==> src/rtl/mipi_csi_pkt_sequencer.sv <==
// CSI-2 packet sequencer: parses headers, tracks FS/FE, pairs YUV422 bytes into {C,Y} pixels
// and crops them to a window latched at frame start. Violations pulse err_* without stalling.
module mipi_csi_pkt_sequencer #(
  parameter logic [7:0] DT_YUV422 = 8'h1E,
  parameter logic [7:0] DT_FS     = 8'h00,
  parameter logic [7:0] DT_FE     = 8'h01
) (
  input  logic        clk_byte,
  input  logic        rst,
  input  logic [7:0]  byte_data0,
  input  logic        rxsync_hs0,
  input  logic        rxvalid_hs0,
  input  logic        cfg_en,
  input  logic [15:0] cfg_h_start,
  input  logic [15:0] cfg_h_width,
  input  logic [15:0] cfg_v_start,
  input  logic [15:0] cfg_v_height,
  output logic        yuv_fv,
  output logic        yuv_lv,
  output logic        pix_valid,
  output logic [15:0] pix_data,
  output logic [15:0] line_cnt,
  output logic [15:0] frame_cnt,
  output logic        err_trunc,
  output logic        err_seq,
  output logic [2:0]  dbg_state
);

  // Stream handshake: rxsync_hs0 pulses one cycle before the DI byte; every cycle with
  // rxvalid_hs0 high carries one byte, and there is no back-pressure towards the PHY.
  typedef enum logic [2:0] {
    S_IDLE    = 3'd0,
    S_HDR     = 3'd1,
    S_PAYLOAD = 3'd2,
    S_CRC     = 3'd3,
    S_DROP    = 3'd4
  } state_t;

  state_t      state_q, state_d;
  logic [1:0]  hdr_idx_q;
  logic        crc_idx_q;
  logic [5:0]  di_q;
  logic [15:0] wc_q;
  logic [15:0] b_q;
  logic [7:0]  c_q;
  logic [15:0] sh_h_start, sh_h_width, sh_v_start, sh_v_height;

  logic        start_hdr, hdr_accept, trunc;
  logic        is_short, is_fs, is_fe, is_yuv;
  logic        last_pay, v_in_win, h_in_win;
  logic [16:0] pix_x;

  assign dbg_state = state_q;

  assign is_short = (di_q[5:4] == 2'b00);
  assign is_fs    = (di_q == DT_FS[5:0]);
  assign is_fe    = (di_q == DT_FE[5:0]);
  assign is_yuv   = (di_q == DT_YUV422[5:0]);
  assign last_pay = (b_q == wc_q - 16'd1);

  // 17-bit window compares so start + size never wraps
  assign v_in_win = ({1'b0, line_cnt} >= {1'b0, sh_v_start}) &&
                    ({1'b0, line_cnt} <  ({1'b0, sh_v_start} + {1'b0, sh_v_height}));
  assign pix_x    = {2'b00, b_q[15:1]};
  assign h_in_win = (pix_x >= {1'b0, sh_h_start}) &&
                    (pix_x <  ({1'b0, sh_h_start} + {1'b0, sh_h_width}));

  always_comb begin
    state_d    = state_q;
    start_hdr  = 1'b0;
    hdr_accept = 1'b0;
    trunc      = 1'b0;
    if (rxsync_hs0) begin
      start_hdr = 1'b1;
      trunc     = (state_q != S_IDLE);
      state_d   = S_HDR;
    end else begin
      case (state_q)
        S_IDLE: state_d = S_IDLE;
        S_HDR: begin
          if (!rxvalid_hs0) begin
            trunc   = 1'b1;
            state_d = S_IDLE;
          end else if (hdr_idx_q == 2'd3) begin
            hdr_accept = 1'b1;
            if (is_short)                state_d = S_IDLE;
            else if (is_yuv && yuv_fv)   state_d = (wc_q == 16'd0) ? S_CRC : S_PAYLOAD;
            else                         state_d = S_DROP;
          end
        end
        S_PAYLOAD: begin
          if (!rxvalid_hs0) begin
            trunc   = 1'b1;
            state_d = S_IDLE;
          end else if (last_pay) begin
            state_d = S_CRC;
          end
        end
        S_CRC: begin
          if (!rxvalid_hs0) begin
            trunc   = 1'b1;
            state_d = S_IDLE;
          end else if (crc_idx_q) begin
            state_d = S_IDLE;
          end
        end
        S_DROP:  if (!rxvalid_hs0) state_d = S_IDLE;
        default: state_d = S_IDLE;
      endcase
    end
  end

  always_ff @(posedge clk_byte) begin
    if (rst) state_q <= S_IDLE;
    else     state_q <= state_d;
  end

  always_ff @(posedge clk_byte) begin
    if (rst) begin
      hdr_idx_q   <= 2'd0;
      crc_idx_q   <= 1'b0;
      di_q        <= 6'd0;
      wc_q        <= 16'd0;
      b_q         <= 16'd0;
      c_q         <= 8'd0;
      sh_h_start  <= 16'd0;
      sh_h_width  <= 16'd0;
      sh_v_start  <= 16'd0;
      sh_v_height <= 16'd0;
      yuv_fv      <= 1'b0;
      yuv_lv      <= 1'b0;
      pix_valid   <= 1'b0;
      pix_data    <= 16'd0;
      line_cnt    <= 16'd0;
      frame_cnt   <= 16'd0;
      err_trunc   <= 1'b0;
      err_seq     <= 1'b0;
    end else begin
      pix_valid <= 1'b0;
      err_trunc <= trunc;
      err_seq   <= 1'b0;
      if (trunc || state_q == S_CRC) yuv_lv <= 1'b0;

      if (start_hdr) begin
        hdr_idx_q <= 2'd0;
        crc_idx_q <= 1'b0;
      end else if (rxvalid_hs0) begin
        case (state_q)
          S_HDR: begin
            hdr_idx_q <= hdr_idx_q + 2'd1;
            case (hdr_idx_q)
              2'd0:    di_q       <= byte_data0[5:0];
              2'd1:    wc_q[7:0]  <= byte_data0;
              2'd2:    wc_q[15:8] <= byte_data0;
              default: ;
            endcase
          end
          S_PAYLOAD: begin
            b_q <= b_q + 16'd1;
            if (!b_q[0]) begin
              c_q <= byte_data0;
            end else begin
              // yuv_lv already encodes the vertical window for this line
              pix_valid <= cfg_en && yuv_lv && h_in_win;
              pix_data  <= {c_q, byte_data0};
            end
          end
          S_CRC:   crc_idx_q <= 1'b1;
          default: ;
        endcase
      end

      if (hdr_accept) begin
        b_q <= 16'd0;
        if (is_fs) begin
          err_seq     <= yuv_fv;
          yuv_fv      <= 1'b1;
          line_cnt    <= 16'd0;
          sh_h_start  <= cfg_h_start;
          sh_h_width  <= cfg_h_width;
          sh_v_start  <= cfg_v_start;
          sh_v_height <= cfg_v_height;
        end else if (is_fe) begin
          if (yuv_fv) begin
            yuv_fv    <= 1'b0;
            frame_cnt <= frame_cnt + 16'd1;
          end else begin
            err_seq <= 1'b1;
          end
        end else if (is_yuv) begin
          if (yuv_fv) begin
            line_cnt <= line_cnt + 16'd1;
            yuv_lv   <= v_in_win && (wc_q != 16'd0);
          end else begin
            err_seq <= 1'b1;
          end
        end
      end
    end
  end

endmodule

==> config.mk <==
export PLATFORM = sky130hd
export DESIGN_NAME = mipi_csi_pkt_sequencer
export DESIGN_NICKNAME = d
export VERILOG_FILES = /design/src/rtl/mipi_csi_pkt_sequencer.sv
export SDC_FILE = /design/constraint.sdc
export NUM_CORES = 1
export LEC_CHECK = 0
export ABC_CLOCK_PERIOD_IN_PS = 3280
export CORE_MARGIN = 2
export CORE_UTILIZATION = 40
export DETAILED_ROUTE_END_ITERATION = 8
export GPL_ROUTABILITY_DRIVEN = 0
export PLACE_DENSITY = 0.75
export SLEW_MARGIN = 20
export SYNTH_ARGS = -nofsm -noshare
export SYNTH_HDL_FRONTEND = slang
export SYNTH_SLANG_ARGS = --single-unit
==> constraint.sdc <==
create_clock -name clk_byte -period 3.28 [get_ports clk_byte]
set_input_delay 0.328 -clock clk_byte [delete_from_list [all_inputs] [get_ports clk_byte]]
set_output_delay 0.328 -clock clk_byte [all_outputs]
set_load 0.1 [all_outputs]
# Word-level counts from Yosys, hierarchy flattened
# Cells that the tools add are included.
[totals] out_inout_bits=56 in_bits=77 word_cells=129 register_bits=169
[classes] muxes=36 order_cmp=4 bitwise=6 eq_ne=19 add_sub_neg=7 n_reduce_logical=36
[op_table] op="16-bit two-way mux" count=4
[op_table] op="16-bit by 1-bit adder with 16-bit output (second input constant)" count=3
[op_table] op="4-bit AND reduction" count=9
[op_table] op="16-bit by 16-bit adder with 17-bit output" count=2
[op_table] op="3-bit two-way mux" count=9
[op_table] op="1-bit two-way mux" count=22
[op_table] op="15-bit by 17-bit less-than comparator with 1-bit output" count=1
[op_table] op="16-bit by 17-bit less-than comparator with 1-bit output" count=1
[op_table] op="16-bit == test" count=1
[op_table] op="15-bit by 16-bit >= comparator with 1-bit output" count=1
[op_table] op="16-bit >= comparator" count=1
[op_table] op="16-bit zero test" count=1
[op_table] op="16-bit nonzero test" count=1
[op_table] op="16-bit by 1-bit subtractor with 16-bit output (second input constant)" count=1
[op_table] op="3-bit inequality test (second input constant)" count=4
[op_table] op="4-bit inequality test (second input constant)" count=3
[op_table] op="3-bit one-hot mux with 4 select lines" count=1
[op_table] op="2-bit AND reduction" count=4
[op_table] op="2-bit OR reduction" count=4
[op_table] op="3-bit by 2-bit == test with 1-bit output (second input constant)" count=2
[op_table] op="6-bit by 1-bit == test with 1-bit output (second input constant)" count=1
[op_table] op="6-bit by 5-bit == test with 1-bit output (second input constant)" count=1
[op_table] op="1-bit logical AND" count=6
[op_table] op="6-bit zero test" count=1
[op_table] op="14 further kinds" count=24

# Longest topological paths before layout
# Gate-level depths: netlist of run 1.
[logic_depth] depth_word=11 depth_mapped=17 ltp_nobuf=17

# Worst setup path after synthesis of run 1
# OpenSTA, ideal clock, no wires.
[synth_timing] path_type="reg2reg" start="register sh_h_start[0]" end="register pix_valid" path_buffers=0 t_required_ns=3.163 stages_incl_launch_ff=16 setup_time_ns=0.117 t_arrival_ns=3.407 setup_slack_ns=-0.243 synth_period_minus_slack_ns=3.523 path_cell_list="dfxtp_1 > ha_1 > fa_1 > a211o_1 > o211ai_1 > a2111oi_0 > or3_1 > a31oi_1 > xor2_1 > ha_1 > o21ai_0 > a221o_1 > nor3_1 > o211ai_1 > a21oi_1 > and4b_1"
[synth_between] elab_chain_cells=4 word_cells_on_any_way=5 cone_classes="add/sub: 1; order compare: 2; reduce/logical: 2"
[synth_rtl] item="start: declaration" line="46" source="logic [15:0] sh_h_start, sh_h_width, sh_v_start, sh_v_height;"
[synth_rtl] item="start signal: assignment" line="179" source="sh_h_start <= cfg_h_start;"
[synth_rtl] item="16-bit by 16-bit adder with 17-bit output" line="66" source="(pix_x < ({1'b0, sh_h_start} + {1'b0, sh_h_width}));"
[synth_rtl] item="15-bit by 17-bit less-than comparator with 1-bit output" line="66"
[synth_rtl] item="1-bit logical AND (*)" line="65" source="assign h_in_win = (pix_x >= {1'b0, sh_h_start}) &&"
[synth_rtl] item="1-bit logical AND (*)" line="164" source="pix_valid <= cfg_en && yuv_lv && h_in_win;"
[synth_rtl] item="end signal: assignment" line="164"
[synth_rtl] item="end: declaration" line="20" source="output logic pix_valid,"
# Mark *: on every way between the ends. The rest lies on a longest branch, timed or not.
# A chain may end at the register's enable or synchronous reset.

# Worst setup path after layout of run 1
# Same ends and word-level chain as after synthesis.

==> results.tsv, run 1 <==
metric	value	unit
status	complete, but fails checks	
failed_checks	negative setup slack	
async_reset_ff_frac	0	
end_kind	register	
synth_xor_area_frac	0.0759	
clk_latency	440	ps
clockRootBuffer	clkbuf_16	
ys.flop_type	dfxtp_1	
setup_viol	1	
crit_arrival	3880	ps
cts_sinks	169	
ys_seq_area_frac	0.345	
final_util	0.507	
num_rows	57	
final_common_cell	nand2_1	
worst_ir_drop_vdd	285	uV
hold_viol_final	0	
syn_avg_cell_area	8.00	um^2
yosysUniqueCellTypes	58	
drc	0	
postRouteAntennaNets	0	
fin_crit_sh	1.08	
rsz0062_at_grt	yes	
synthToLayoutAreaGrowth	25.0	%
drt_wl_total	25300	um
synth_area	9810	um^2
core	24200	um^2
drv_cap	0	
post_drt_wl_per_cell	14.9	um
syn-num-nets	1406	
min-delay-path-class	input port to register	
holdWs	341	ps
cts_tree	built	
worstSetupPathType	register to register	
cts.reportedPaths.clkPinSlew	70	ps
synth_adder_area_share	0.133	
synth_warnings	0	
period_minus_slack	3550	ps
setup_tns	-267	ps
setup_ws	-267	ps
finClkSkew	7.45	ps
viasPerCell	5.30	
ios	133	
power	0.00416	W
first_global_vias	8652	
synth_compound_area_frac	0.164	
reg2regPathDepth	15	
drive_gt1_frac	0.0816	
slew_viol_final	0	
cts_buffers	17	
synth_edf_count	0	
htreeDepth	4	
drtPass1Iterations	4	
synth_cells	1226	
place_hpwl	18700	um
pre_cts_ws	-203	ps
fmax	282	MHz
io_buffers	132	
nets	1539	
drt_iter0_drc	522	
p_per_area	339	nW/um^2
grt_pass1_wl	41400	um
yosys.area_share.simple	0.224	
start_util	0.406	
dr_total_vias	8995	
cts_buffer_depth	2	
antenna_found_initial	1	
muxShareOfSynthArea	0.0156	
dieArea	25800	um^2
grt_usage	0.194	
mostFrequentLayoutCells	nand2_1, dfxtp_1, a21oi_1	
grt-ovfl-total	0	
worstMarginPinSlew	997	ps
crit_path_max_fanout	3	
die_y	161	um
power.leakage	4.65	nW
max-slew-margin-rel	0.333	
grt_start_max_net_pins	52	
crit_required	3610	ps
fp.dieW	161	um
synth_top_family_by_area	simple AND/OR/NAND/NOR gates	
ys_ff_latch	169	
whs_path_depth	2	
worstSetupStartpointType	register	
## registers in the layout, indices dropped and copies added (netlist names)
name,flops
pix_data,16
yuv_lv,1
dbg_state,3
sh_v_height,16
crc_idx_q,1
frame_cnt,16
sh_h_width,16
di_q,6
sh_v_start,16
pix_valid,1
wc_q,16
b_q,16
hdr_idx_q,2
err_trunc,1
yuv_fv,1
sh_h_start,16
err_seq,1
c_q,8
line_cnt,16
## synth_stat cells (all sizes together) (2+ instances only)
cell / n / share of area
a2111oi: 5 / 0.0045
a211o: 3 / 0.0027
a211oi: 8 / 0.0061
a21o: 24 / 0.018
a21oi: 151 / 0.077
a221oi: 4 / 0.0042
a22oi: 2 / 0.0015
a311oi: 2 / 0.0018
a31oi: 3 / 0.0025
and3: 6 / 0.0038
and4: 6 / 0.0054
and4b: 4 / 0.0041
clkbuf: 53 / 0.020
dfxtp: 169 / 0.34
fa: 2 / 0.0041
ha: 101 / 0.13
inv: 57 / 0.022
mux2: 2 / 0.0023
mux2i: 13 / 0.013
nand2: 209 / 0.080
nand2b: 15 / 0.0096
nand3: 59 / 0.030
nand4: 17 / 0.011
nand4b: 2 / 0.0018
nor2: 91 / 0.035
nor2b: 7 / 0.0045
nor3: 23 / 0.012
nor4: 11 / 0.0070
nor4b: 3 / 0.0027
o2111a: 3 / 0.0034
o211ai: 4 / 0.0031
o21a: 8 / 0.0061
o21ai: 30 / 0.015
o21bai: 5 / 0.0038
o22ai: 2 / 0.0013
o31a: 4 / 0.0036
o31ai: 4 / 0.0031
or2: 4 / 0.0025
or3: 7 / 0.0045
or4: 5 / 0.0042
xnor2: 42 / 0.037
xor2: 43 / 0.038
## what timing repair did
action / CTS / global route
hold buffers: 0 / 0
pin swaps: 16 / 14
gates resized for setup: 14 / 12
setup buffers: 3 / 1
setup endpoints to repair: 2 / 2
## cell families after synthesis
logic type	after synthesis
buffers and inverters	111
adder cells (fa/ha/maj)	103
AND/OR/NAND/NOR	475
XOR/XNOR	85
flip-flops	169
multiplexers	15
AO/OA/AOI/OAI	268
## per-stage QoR
| stage | instance area (um^2) | instances |
|---|---|---|
| 2_1_floorplan | 9830 | 1226 |
| 3_3_place_gp | 11600 | 1660 |
| 3_5_place_dp | 11600 | 1660 |
| 4_1_cts | 12200 | 1695 |
| 5_1_grt | 12300 | 1696 |
| 6_report | 12300 | 1697 |
## worst max-delay path, cell delays in order, from the launching register on
cell,delay (ps)
dfxtp_1,320
ha_2,200
fa_2,360
a211o_1,260
o211ai_1,140
a2111oi_2,150
or3_4,410
a31oi_2,200
xor2_1,190
ha_1,190
inv_1,50
a221o_1,330
nor3_2,210
o211ai_1,130
a21oi_1,120
and4b_1,200
## layer usage
layer | GRT usage | routed length [um]
met2 | 0.335 | 12300
met3 | 0.0413 | 1100
met5 | 0 | 0
met1 | 0.245 | 11500
met4 | 0.0516 | 410
## cell type report
cell class                      instances  area, um^2
Tap cell                              324         405
Multi-Input combinational cell        946        6130
Clock inverter                         12        91.3
Timing Repair Buffer                  168        1570
Antenna cell                            1        2.50
Fill cell                            2220       11900
Clock buffer                           20         457
Sequential cell                       169        3390
Inverter                               57         214
## power breakdown
| part | total, W | switching (W) | internal, W |
|---|---|---|---|
| Combinational | 0.000193 | 0.0000924 | 0.000101 |
| Sequential | 0.00206 | 0.00000495 | 0.00205 |
| Clock | 0.00190 | 0.000886 | 0.00102 |
| Total | 0.00416 | 0.000983 | 0.00317 |
## path summary, 6_finish.rpt
kind | start | end | slack, ps
worst max-delay path | sh_h_start[0]$_SDFFE_PP0P_ | pix_valid$_SDFF_PP0_ | -270
worst min-delay path | rst | sh_v_start[9]$_SDFFE_PP0P_ | 340
worst min register to register | pix_data[4]$_SDFFE_PP0P_ | pix_data[4]$_SDFFE_PP0P_ | 450
worst max register to register | sh_h_start[0]$_SDFFE_PP0P_ | pix_valid$_SDFF_PP0_ | -270
No activity file was read; power rests on OpenSTA's default activity.
==> run 2: changes to the inputs <==
--- a/config.mk
+++ b/config.mk
@@ -7,10 +7,10 @@
 export LEC_CHECK = 0
 export ABC_CLOCK_PERIOD_IN_PS = 3280
 export CORE_MARGIN = 2
-export CORE_UTILIZATION = 40
+export CORE_UTILIZATION = 50
 export DETAILED_ROUTE_END_ITERATION = 8
-export GPL_ROUTABILITY_DRIVEN = 0
-export PLACE_DENSITY = 0.75
+export GPL_ROUTABILITY_DRIVEN = 1
+export PLACE_DENSITY = 0.88
 export SLEW_MARGIN = 20
 export SYNTH_ARGS = -nofsm -noshare
 export SYNTH_HDL_FRONTEND = slang
==> results.tsv, run 2 (synthesis gave the netlist of run 1 again) <==
metric	value	unit
grt_pass1_wl	42200	um
status	complete, but fails checks	
hold_viol_final	0	
power	0.00428	W
final_cell_area	12300	um^2
crit_required	3600	ps
nets	1545	
setup_tns	-423	ps
clk_latency	440	ps
worst_ir_drop_vdd	378	uV
crit_arrival	3940	ps
rsz0062_at_grt	yes	
end_kind	register	
die_y	144	um
drt_wl_total	26400	um
r2r-start	sh_h_width[0]$_SDFFE_PP0P_	
cts_sinks	169	
antenna_found_initial	1	
cts_buffer_depth	2	
worstMarginPinSlew	1000	ps
clockRootBuffer	clkbuf_16	
post_drt_wl_per_cell	16.1	um
fmax	276	MHz
worstSetupPathType	register to register	
setup_viol	2	
setup_ws	-339	ps
start_util	0.507	
mostFrequentLayoutCells	nand2_1, dfxtp_1, a21oi_1	
num_rows	51	
drtPass1Iterations	5	
grt_start_max_net_pins	73	
startpoint	sh_h_width[0]$_SDFFE_PP0P_	
power.leakage	4.71	nW
r2r_slack	-340	ps
cp-endpoint	pix_valid$_SDFF_PP0_	
slew_viol_final	0	
crit_path_max_fanout	2	
finalWeightedCongestion	0.891	
grt_usage	0.253	
postRouteAntennaNets	0	
ios	133	
io_buffers	132	
worstSetupStartpointType	register	
cts_tree	built	
grt-ovfl-total	0	
place_hpwl	18400	um
period_minus_slack	3620	ps
max-slew-margin-rel	0.330	
drv_cap	0	
core	19300	um^2
dr_total_vias	9304	
finClkSkew	9.91	ps
fin_crit_sh	1.10	
final_util	0.637	
num_antenna_cells	0	
drt_iter0_drc	706	
drive_gt1_frac	0.0864	
drc	0	
reg2regPathDepth	15	
viasPerCell	5.67	
cts.reportedPaths.clkPinSlew	70	ps
first_global_vias	8839	
htreeDepth	4	
placed_area	11500	um^2
dieArea	20800	um^2
failed_checks	negative setup slack	
synthToLayoutAreaGrowth	25.4	%
fp.dieW	144	um
cts_buffers	17	
rr_endpoint	pix_valid$_SDFF_PP0_	
final_common_cell	nand2_1	
min_from	cfg_h_width[6]	
min-delay-path-class	input port to register	
p_per_area	348	nW/um^2
run 2: cell count changes in the layout (fill, tap and decap cells not counted), moves of 2 or more:
| cell | before | now |
|---|---|---|
| a21oi_2 | 3 | 7 |
| buf_4 | 43 | 49 |
| bufinv_16 | 0 | 2 |
| ha_1 | 96 | 98 |
| a2111oi_2 | 3 | 1 |
| clkinv_2 | 4 | 1 |
| a21oi_1 | 148 | 144 |
run 2: layer usage:
metal  part of all wire  GRT usage  vias to the layer above
li1                   -          -                     4538
met1               0.43      0.314                     4380
met2               0.49      0.434                      309
met3              0.052     0.0477                       75
met4              0.029     0.0986                        2
met5            0.00049          0                        -
run 2: how the worst min path moves through the flow:
stage	cells past startpoint	end	slack, ps
after floorplan	1	crc_idx_q$_SDFFE_PP0P_	430
after global placement	2	pix_data[2]$_SDFFE_PP0P_	440
after detailed placement	2	pix_data[5]$_SDFFE_PP0P_	450
after CTS	3	sh_v_height[10]$_SDFFE_PP0P_	430
after global routing	3	sh_h_width[2]$_SDFFE_PP0P_	440
final	3	sh_h_width[6]$_SDFFE_PP0P_	430
run 2: what timing repair did:
action	in CTS	in global routing
setup buffers	7	1
hold buffers	0	0
hold endpoints to repair	0	0
pin swaps	28	19
cloned	0	0
setup endpoints to repair	2	2
gates resized for setup	19	14
run 2: power breakdown:
| part | switching, W | internal [W] | leakage (nW) |
|---|---|---|---|
| Clock | 0.000843 | 0.00118 | 0.283 |
| Combinational | 0.0000911 | 0.0000998 | 3.06 |
| Sequential | 0.00000486 | 0.00206 | 1.36 |
run 2: cell type report:
cell class,instances,area [um^2]
fill,1531,7030
multi-input combinational,946,6170
sequential,169,3390
timing repair buffer,174,1620
clock buffer,22,474
tap,265,332
inverter,57,214
clock inverter,9,115
run 2: per-stage QoR:
| stage | std cells | hold WS (ps) | worst slack (ps) |
|---|---|---|---|
| after global placement | 1603 | 443 | -153 |
| after CTS | 1641 | 430 | -227 |
| final | 1642 | 434 | -339 |
| after floorplan | 1226 | 435 | -14.2 |
| after global routing | 1642 | 444 | -463 |
| after detailed placement | 1603 | 448 | -291 |
run 2: critical path, cell delays in order (launching register included):
cell and delay, ps:
dfxtp_2 330, ha_4 160, fa_2 340, a211o_1 280
o211ai_1 210, a2111oi_4 160, or3_4 390, a31oi_4 180
xor2_1 100, ha_2 310, o21ai_1 60, a221o_1 340
nor3_4 220, o211ai_1 110, a21oi_1 110, and4b_1 190
